<file path="src/rtl/player_vmotion.sv">
// player_vmotion -- vertical-motion controller for the player sprite.
//
// Runs the jump / rise / fall / landing state machine once per video frame
// (on frame_tick). Platform landing levels are fixed at 644, 479, 302, 175
// (levels 1..4); ground_mask tells which of them lie under the player's x.
//
// Optional feature: define PLAYER_DOUBLE_JUMP_EN to allow one extra jump
// while airborne (re-armed on landing or respawn).
//
// Ports:
//   clk          system clock
//   rst_n        asynchronous active-low reset
//   frame_tick   one-cycle pulse per frame; all motion happens on it
//   jump         jump button (level); a rising edge posts a request
//   respawn      one-cycle pulse; back to the start position
//   ground_mask  bit i = platform at level i+1 under the player
//   ypos         vertical position (sprite foot line)
//   level        current/last platform index (0 = level 1)
//   airborne     high while RISING or FALLING
//   landed       one-cycle pulse on landing
//   fell_out     one-cycle pulse on entering OUT
module player_vmotion #(
    parameter int JUMP_V0 = 8,
    parameter int GRAVITY = 1,
    parameter int VMAX    = 8,
    parameter int Y_LIMIT = 767
) (
    input  logic        clk,
    input  logic        rst_n,
    input  logic        frame_tick,
    input  logic        jump,
    input  logic        respawn,
    input  logic [3:0]  ground_mask,
    output logic [10:0] ypos,
    output logic [1:0]  level,
    output logic        airborne,
    output logic        landed,
    output logic        fell_out
);
    typedef enum logic [1:0] {GROUNDED, RISING, FALLING, OUT} state_t;

    localparam logic [10:0] Y_START = 11'd644;
    localparam logic [3:0]  V0      = 4'(JUMP_V0);
    localparam logic [3:0]  GRAV    = 4'(GRAVITY);
    localparam logic [3:0]  VCAP    = 4'(VMAX);
    localparam logic [11:0] YLIM    = 12'(Y_LIMIT);

    function automatic logic [11:0] level_y(input logic [1:0] idx);
        case (idx)
            2'd0:    level_y = 12'd644;
            2'd1:    level_y = 12'd479;
            2'd2:    level_y = 12'd302;
            default: level_y = 12'd175;
        endcase
    endfunction

    // Falling speed after one frame of gravity, clamped to the terminal speed.
    function automatic logic [3:0] fall_vel(input logic [3:0] v);
        logic [4:0] sum;
        sum = {1'b0, v} + {1'b0, GRAV};
        if (sum > {1'b0, VCAP}) fall_vel = VCAP;
        else                    fall_vel = sum[3:0];
    endfunction

    state_t      state, state_nx;
    logic [3:0]  vel, vel_nx;
    logic [10:0] ypos_nx;
    logic [1:0]  level_nx;
    logic        airborne_nx, landed_nx, fell_nx;
    logic        req, req_nx, req_now, jump_q;
    logic        do_rise;
    logic [3:0]  rise_v;
    logic [3:0]  fv;
    logic [11:0] ynext;
    logic        hit;
    logic [1:0]  hit_idx;
`ifdef PLAYER_DOUBLE_JUMP_EN
    logic        armed, armed_nx;
`endif

    // Candidate falling step, evaluated every cycle from the current state.
    // Ascending scan lets the highest crossed index (smallest level y) win.
    always_comb begin
        fv      = fall_vel(vel);
        ynext   = {1'b0, ypos} + {8'd0, fv};
        hit     = 1'b0;
        hit_idx = 2'd0;
        for (int i = 0; i < 4; i++) begin
            if (ground_mask[i] && ({1'b0, ypos} < level_y(2'(i)))
                && (level_y(2'(i)) <= ynext)) begin
                hit     = 1'b1;
                hit_idx = 2'(i);
            end
        end
    end

    always_comb begin
        state_nx  = state;
        vel_nx    = vel;
        ypos_nx   = ypos;
        level_nx  = level;
        landed_nx = 1'b0;
        fell_nx   = 1'b0;
        do_rise   = 1'b0;
        rise_v    = vel;
        // An edge arriving in the tick cycle still counts for that tick.
        req_now   = req | (jump & ~jump_q);
        req_nx    = frame_tick ? 1'b0 : req_now;
`ifdef PLAYER_DOUBLE_JUMP_EN
        armed_nx  = armed;
`endif
        if (frame_tick) begin
            case (state)
                GROUNDED: begin
                    // Walking off an edge outranks a jump request.
                    if (!ground_mask[level]) begin
                        state_nx = FALLING;
                        vel_nx   = 4'd0;
                    end else if (req_now) begin
                        do_rise = 1'b1;
                        rise_v  = V0;
                    end
                end
                RISING: begin
                    do_rise = 1'b1;
`ifdef PLAYER_DOUBLE_JUMP_EN
                    if (req_now && armed) begin
                        rise_v   = V0;
                        armed_nx = 1'b0;
                    end
`endif
                end
                FALLING: begin
`ifdef PLAYER_DOUBLE_JUMP_EN
                    if (req_now && armed) begin
                        do_rise  = 1'b1;
                        rise_v   = V0;
                        armed_nx = 1'b0;
                    end else
`endif
                    if (hit) begin
                        ypos_nx   = level_y(hit_idx)[10:0];
                        level_nx  = hit_idx;
                        vel_nx    = 4'd0;
                        state_nx  = GROUNDED;
                        landed_nx = 1'b1;
`ifdef PLAYER_DOUBLE_JUMP_EN
                        armed_nx  = 1'b1;
`endif
                    end else if (ynext > YLIM) begin
                        ypos_nx  = YLIM[10:0];
                        vel_nx   = fv;
                        state_nx = OUT;
                        fell_nx  = 1'b1;
                    end else begin
                        ypos_nx = ynext[10:0];
                        vel_nx  = fv;
                    end
                end
                default: ;
            endcase

            // Launching and rising share one step: move up by the current
            // speed, then decelerate; clamp at the top of the screen.
            if (do_rise) begin
                if ({7'd0, rise_v} > ypos) begin
                    ypos_nx  = 11'd0;
                    vel_nx   = 4'd0;
                    state_nx = FALLING;
                end else begin
                    ypos_nx = ypos - {7'd0, rise_v};
                    if (rise_v <= GRAV) begin
                        vel_nx   = 4'd0;
                        state_nx = FALLING;
                    end else begin
                        vel_nx   = rise_v - GRAV;
                        state_nx = RISING;
                    end
                end
            end
        end

        if (respawn) begin
            state_nx  = GROUNDED;
            vel_nx    = 4'd0;
            ypos_nx   = Y_START;
            level_nx  = 2'd0;
            landed_nx = 1'b0;
            fell_nx   = 1'b0;
            req_nx    = 1'b0;
`ifdef PLAYER_DOUBLE_JUMP_EN
            armed_nx  = 1'b1;
`endif
        end

        airborne_nx = (state_nx == RISING) || (state_nx == FALLING);
    end

    always_ff @(posedge clk or negedge rst_n) begin
        if (!rst_n) begin
            state    <= GROUNDED;
            vel      <= 4'd0;
            ypos     <= Y_START;
            level    <= 2'd0;
            airborne <= 1'b0;
            landed   <= 1'b0;
            fell_out <= 1'b0;
            req      <= 1'b0;
            jump_q   <= 1'b0;
`ifdef PLAYER_DOUBLE_JUMP_EN
            armed    <= 1'b1;
`endif
        end else begin
            state    <= state_nx;
            vel      <= vel_nx;
            ypos     <= ypos_nx;
            level    <= level_nx;
            airborne <= airborne_nx;
            landed   <= landed_nx;
            fell_out <= fell_nx;
            req      <= req_nx;
            jump_q   <= jump;
`ifdef PLAYER_DOUBLE_JUMP_EN
            armed    <= armed_nx;
`endif
        end
    end
endmodule

</file>
<file path="config.mk">
export PLATFORM = sky130hd
export DESIGN_NAME = player_vmotion
export DESIGN_NICKNAME = d
export VERILOG_FILES = /design/src/rtl/player_vmotion.sv
export SDC_FILE = /design/constraint.sdc
export NUM_CORES = 1
export LEC_CHECK = 0
export CORE_MARGIN = 2
export CORE_UTILIZATION = 46
export CTS_CLUSTER_SIZE = 16
export DETAILED_ROUTE_END_ITERATION = 6
export GPL_TIMING_DRIVEN = 1
export PLACE_DENSITY_LB_ADDON = 0.1
export SYNTH_ARGS = -nofsm -noshare
export SYNTH_HDL_FRONTEND = slang
export SYNTH_SLANG_ARGS = --single-unit
</file>
<file path="constraint.sdc">
create_clock -name clk -period 5.5 [get_ports clk]
set_input_delay 0.825 -clock clk [delete_from_list [all_inputs] [get_ports clk]]
set_output_delay 0.825 -clock clk [all_outputs]
set_load 0.01 [all_outputs]
</file>
==> results of run 1 <==
-- cell type report --
class,count,area [µm²]
Fill cell,616,3000
Multi-Input combinational cell,315,2140
Sequential cell,24,604
Timing Repair Buffer,29,278
Tap cell,77,96.3
Inverter,25,93.8
Clock buffer,3,41.3
Clock inverter,1,30.0
-- cells in the mapped netlist (3+ instances only) --
cell / n
buf_1: 4
and3_1: 7
a211oi_1: 4
nor4_1: 3
and4_1: 3
dfstp_2: 3
buf_2: 8
inv_1: 25
nand4_1: 6
nand3_1: 12
a31oi_1: 9
a21o_1: 3
o211ai_1: 3
and2_1: 3
a211o_1: 5
o21ai_0: 15
nand2_1: 34
nor2b_1: 8
xnor2_1: 9
clkbuf_1: 13
mux2i_1: 5
o22ai_1: 3
a21oi_1: 36
nand2b_1: 6
nor3b_1: 6
nor2_1: 41
o221ai_1: 4
o31ai_1: 4
o2111ai_1: 5
ha_1: 14
nor3_1: 9
dfrtp_1: 21
-- stage by stage --
step / std cells / hold WS, ns
finish: 474 / 0.643
global route: 474 / 0.681
CTS: 474 / 0.636
detailed placement: 470 / 0.622
global placement: 470 / 0.610
floorplan: 391 / 0.529
-- state kept, by name, summed over array words and instances (netlist names) --
signal	flops
airborne	1
fell_out	1
jump_q	1
landed	1
level	2
req	1
state	2
vel	4
ypos	11
-- worst max-delay path, cell delays in order (launching register included) --
cell	delay (ns)
dfrtp_1	0.59
ha_1	0.32
inv_1	0.15
nand2_1	0.09
a21oi_1	0.06
o31ai_1	0.45
fa_1	0.51
inv_1	0.19
o211a_1	0.28
nor3_1	0.50
or3_1	0.20
nand4_1	0.11
o311ai_2	0.34
and4_4	0.41
nand3_4	0.14
o22ai_2	0.20
xor2_1	0.16
-- power groups by stage --
stage	Combinational, mW	Clock [mW]	Sequential, mW
finish	0.469	0.162	0.262
CTS	0.457	0.164	0.260
global placement	0.457	0	0.264
detailed placement	0.453	0	0.264
global route	0.513	0.171	0.266
floorplan	0.338	0	0.231
-- kinds of logic after synthesis --
| family | after synthesis | synth area share |
|---|---|---|
| simple gates | 154 | 0.276 |
| compound gates | 129 | 0.322 |
| xor+xnor | 10 | 0.0296 |
| mux | 6 | 0.0207 |
| buf+inv | 52 | 0.0744 |
| fa+ha+maj | 16 | 0.0727 |
| flops | 24 | 0.204 |
-- metal layers --
metal,part of all wire,GRT usage,vias to the layer above
met4,0.024,0.0806,0
met2,0.44,0.396,160
met5,0,0,-
met3,0.073,0.0197,17
li1,-,-,1469
met1,0.46,0.383,1542
-- final timing paths --
kind / from / end / slack (ns)
max: vel[0]$_DFFE_PN0P_ / airborne$_DFF_PN0_ / 0.72
min: ypos[9]$_DFFE_PN1P_ / ypos[9]$_DFFE_PN1P_ / 0.64
max reg2reg: vel[0]$_DFFE_PN0P_ / airborne$_DFF_PN0_ / 0.72
min reg2reg: ypos[9]$_DFFE_PN1P_ / ypos[9]$_DFFE_PN1P_ / 0.64
max in group asynchronous: rst_n / ypos[8]$_DFFE_PN0P_ / 3.68
min in group asynchronous: rst_n / jump_q$_DFF_PN0_ / 1.14
==> metrics.txt, run 1 <==
CTS clk-pin slew, worst paths=0.09 ns; Power Total=0.892 mW; Setup crit end kind=register; post-place setup slack=0.721 ns; utilization after layout=0.522; TritonCTS Buffers=3; gpl congestion=0.936; fin crit share=0.869; mean area per synthesized cell=7.57 µm²; final slew viol count=0; DR vias/cell=6.73; RSZ-0062 raised after global routing=false; Max VDD drop=175 µV; die area=7090 µm²; largest net degree at the start of global routing=25; Final Net Count=423; endpoints failing hold=0; row count=29; Clk Latency, worst-skew pair=0.28 ns; drt first pass iters=5; reg2reg path depth=16; Routed Antenna Nets=0; Worst setup SP type=register; first-pass GRT wire length=14,900 µm; sequential share of power=0.294; Max Cap Viol=0; setup TNS=0 ns; Longest Clk Path Bufs=2; Pint=0.491 mW; leakage power=1.33 nW; top post-synthesis cells by area=dfrtp_1 18%, a21oi_1 6.1%, ha_1 5.9%; CTS-repair resized insts=0; CP Class=register to register; detailed placer's ending HPWL=6770 µm; Psw=0.401 mW; DRC Markers=0; Core ar.=6280 µm²; CP max FO=14; GRT Util Overall=0.258; Slew @ Worst Pin=1.13 ns; total clock sinks=24; ys flop type=dfrtp_1; status=complete, no violations; area leader, netlist=dfrtp_1; CTS tree=built; Initial Util=0.472; vias=3,188; Synth Net Count=416; number of global-route vias before repair=2,873; Net Sw Frac=0.450; endpoints failing setup=0; Max-slew headroom=0.241; Final min period=4.78 ns; Buffers on Ports=24; part of the power in combinational logic=0.525; initial antenna violation count=0; hold buffers post-CTS=0; Achievable Freq=209 MHz; initial DRC count=322; Avg WL per Cell=19.3 µm; Yosys top cell area share=0.178; Yosys warning total=0; share of layout cells above drive strength 1=0.0756; arrival time worst endpoint=4.99 ns; final instance area=3280 µm²; Worst Hold Path Cells=2; Setup Fix Bufs, Post-CTS=0; ant diodes=0; Worst Hold Class=register to register; Async SR Flop Fraction=1.00; CTS H-Tree Depth=1; placed inst area=3210 µm²; Clock power frac=0.181; post-synth cell types=78; P&R area growth vs syn=10.8%; PnR worst setup slack=0.722 ns; most frequent cells in the layout=41 x nor2_1, 36 x a21oi_1, 34 x nand2_1, 25 x inv_1, 24 x clkdlybuf4s50_1; Worst Skew=0.00481 ns; pwr dens=272 nW/µm²; Die Ht=84.2 µm; mapped cell area=2960 µm²; Syn Inst Count=391; #FFs+latches synth=24; commonest non-fill, non-tap cell in the layout=nor2_1; Chip Width=84.2 µm; GRT overflow=0; number of synthesized flops with an enable pin=0; Worst Path Required=5.71 ns; Root Buffer=clkbuf_8; num ports=25; post-synthesis sequential area ratio=0.204; WL final=9150 µm
Note: power is estimated with default switching activity, not from simulation.
==> run 2, diff against run 1 <==
ABC_AREA = 0   (was unset)
==> results of run 2 <==
No change in the layout: final DEF, timing and power equal those of run 1.
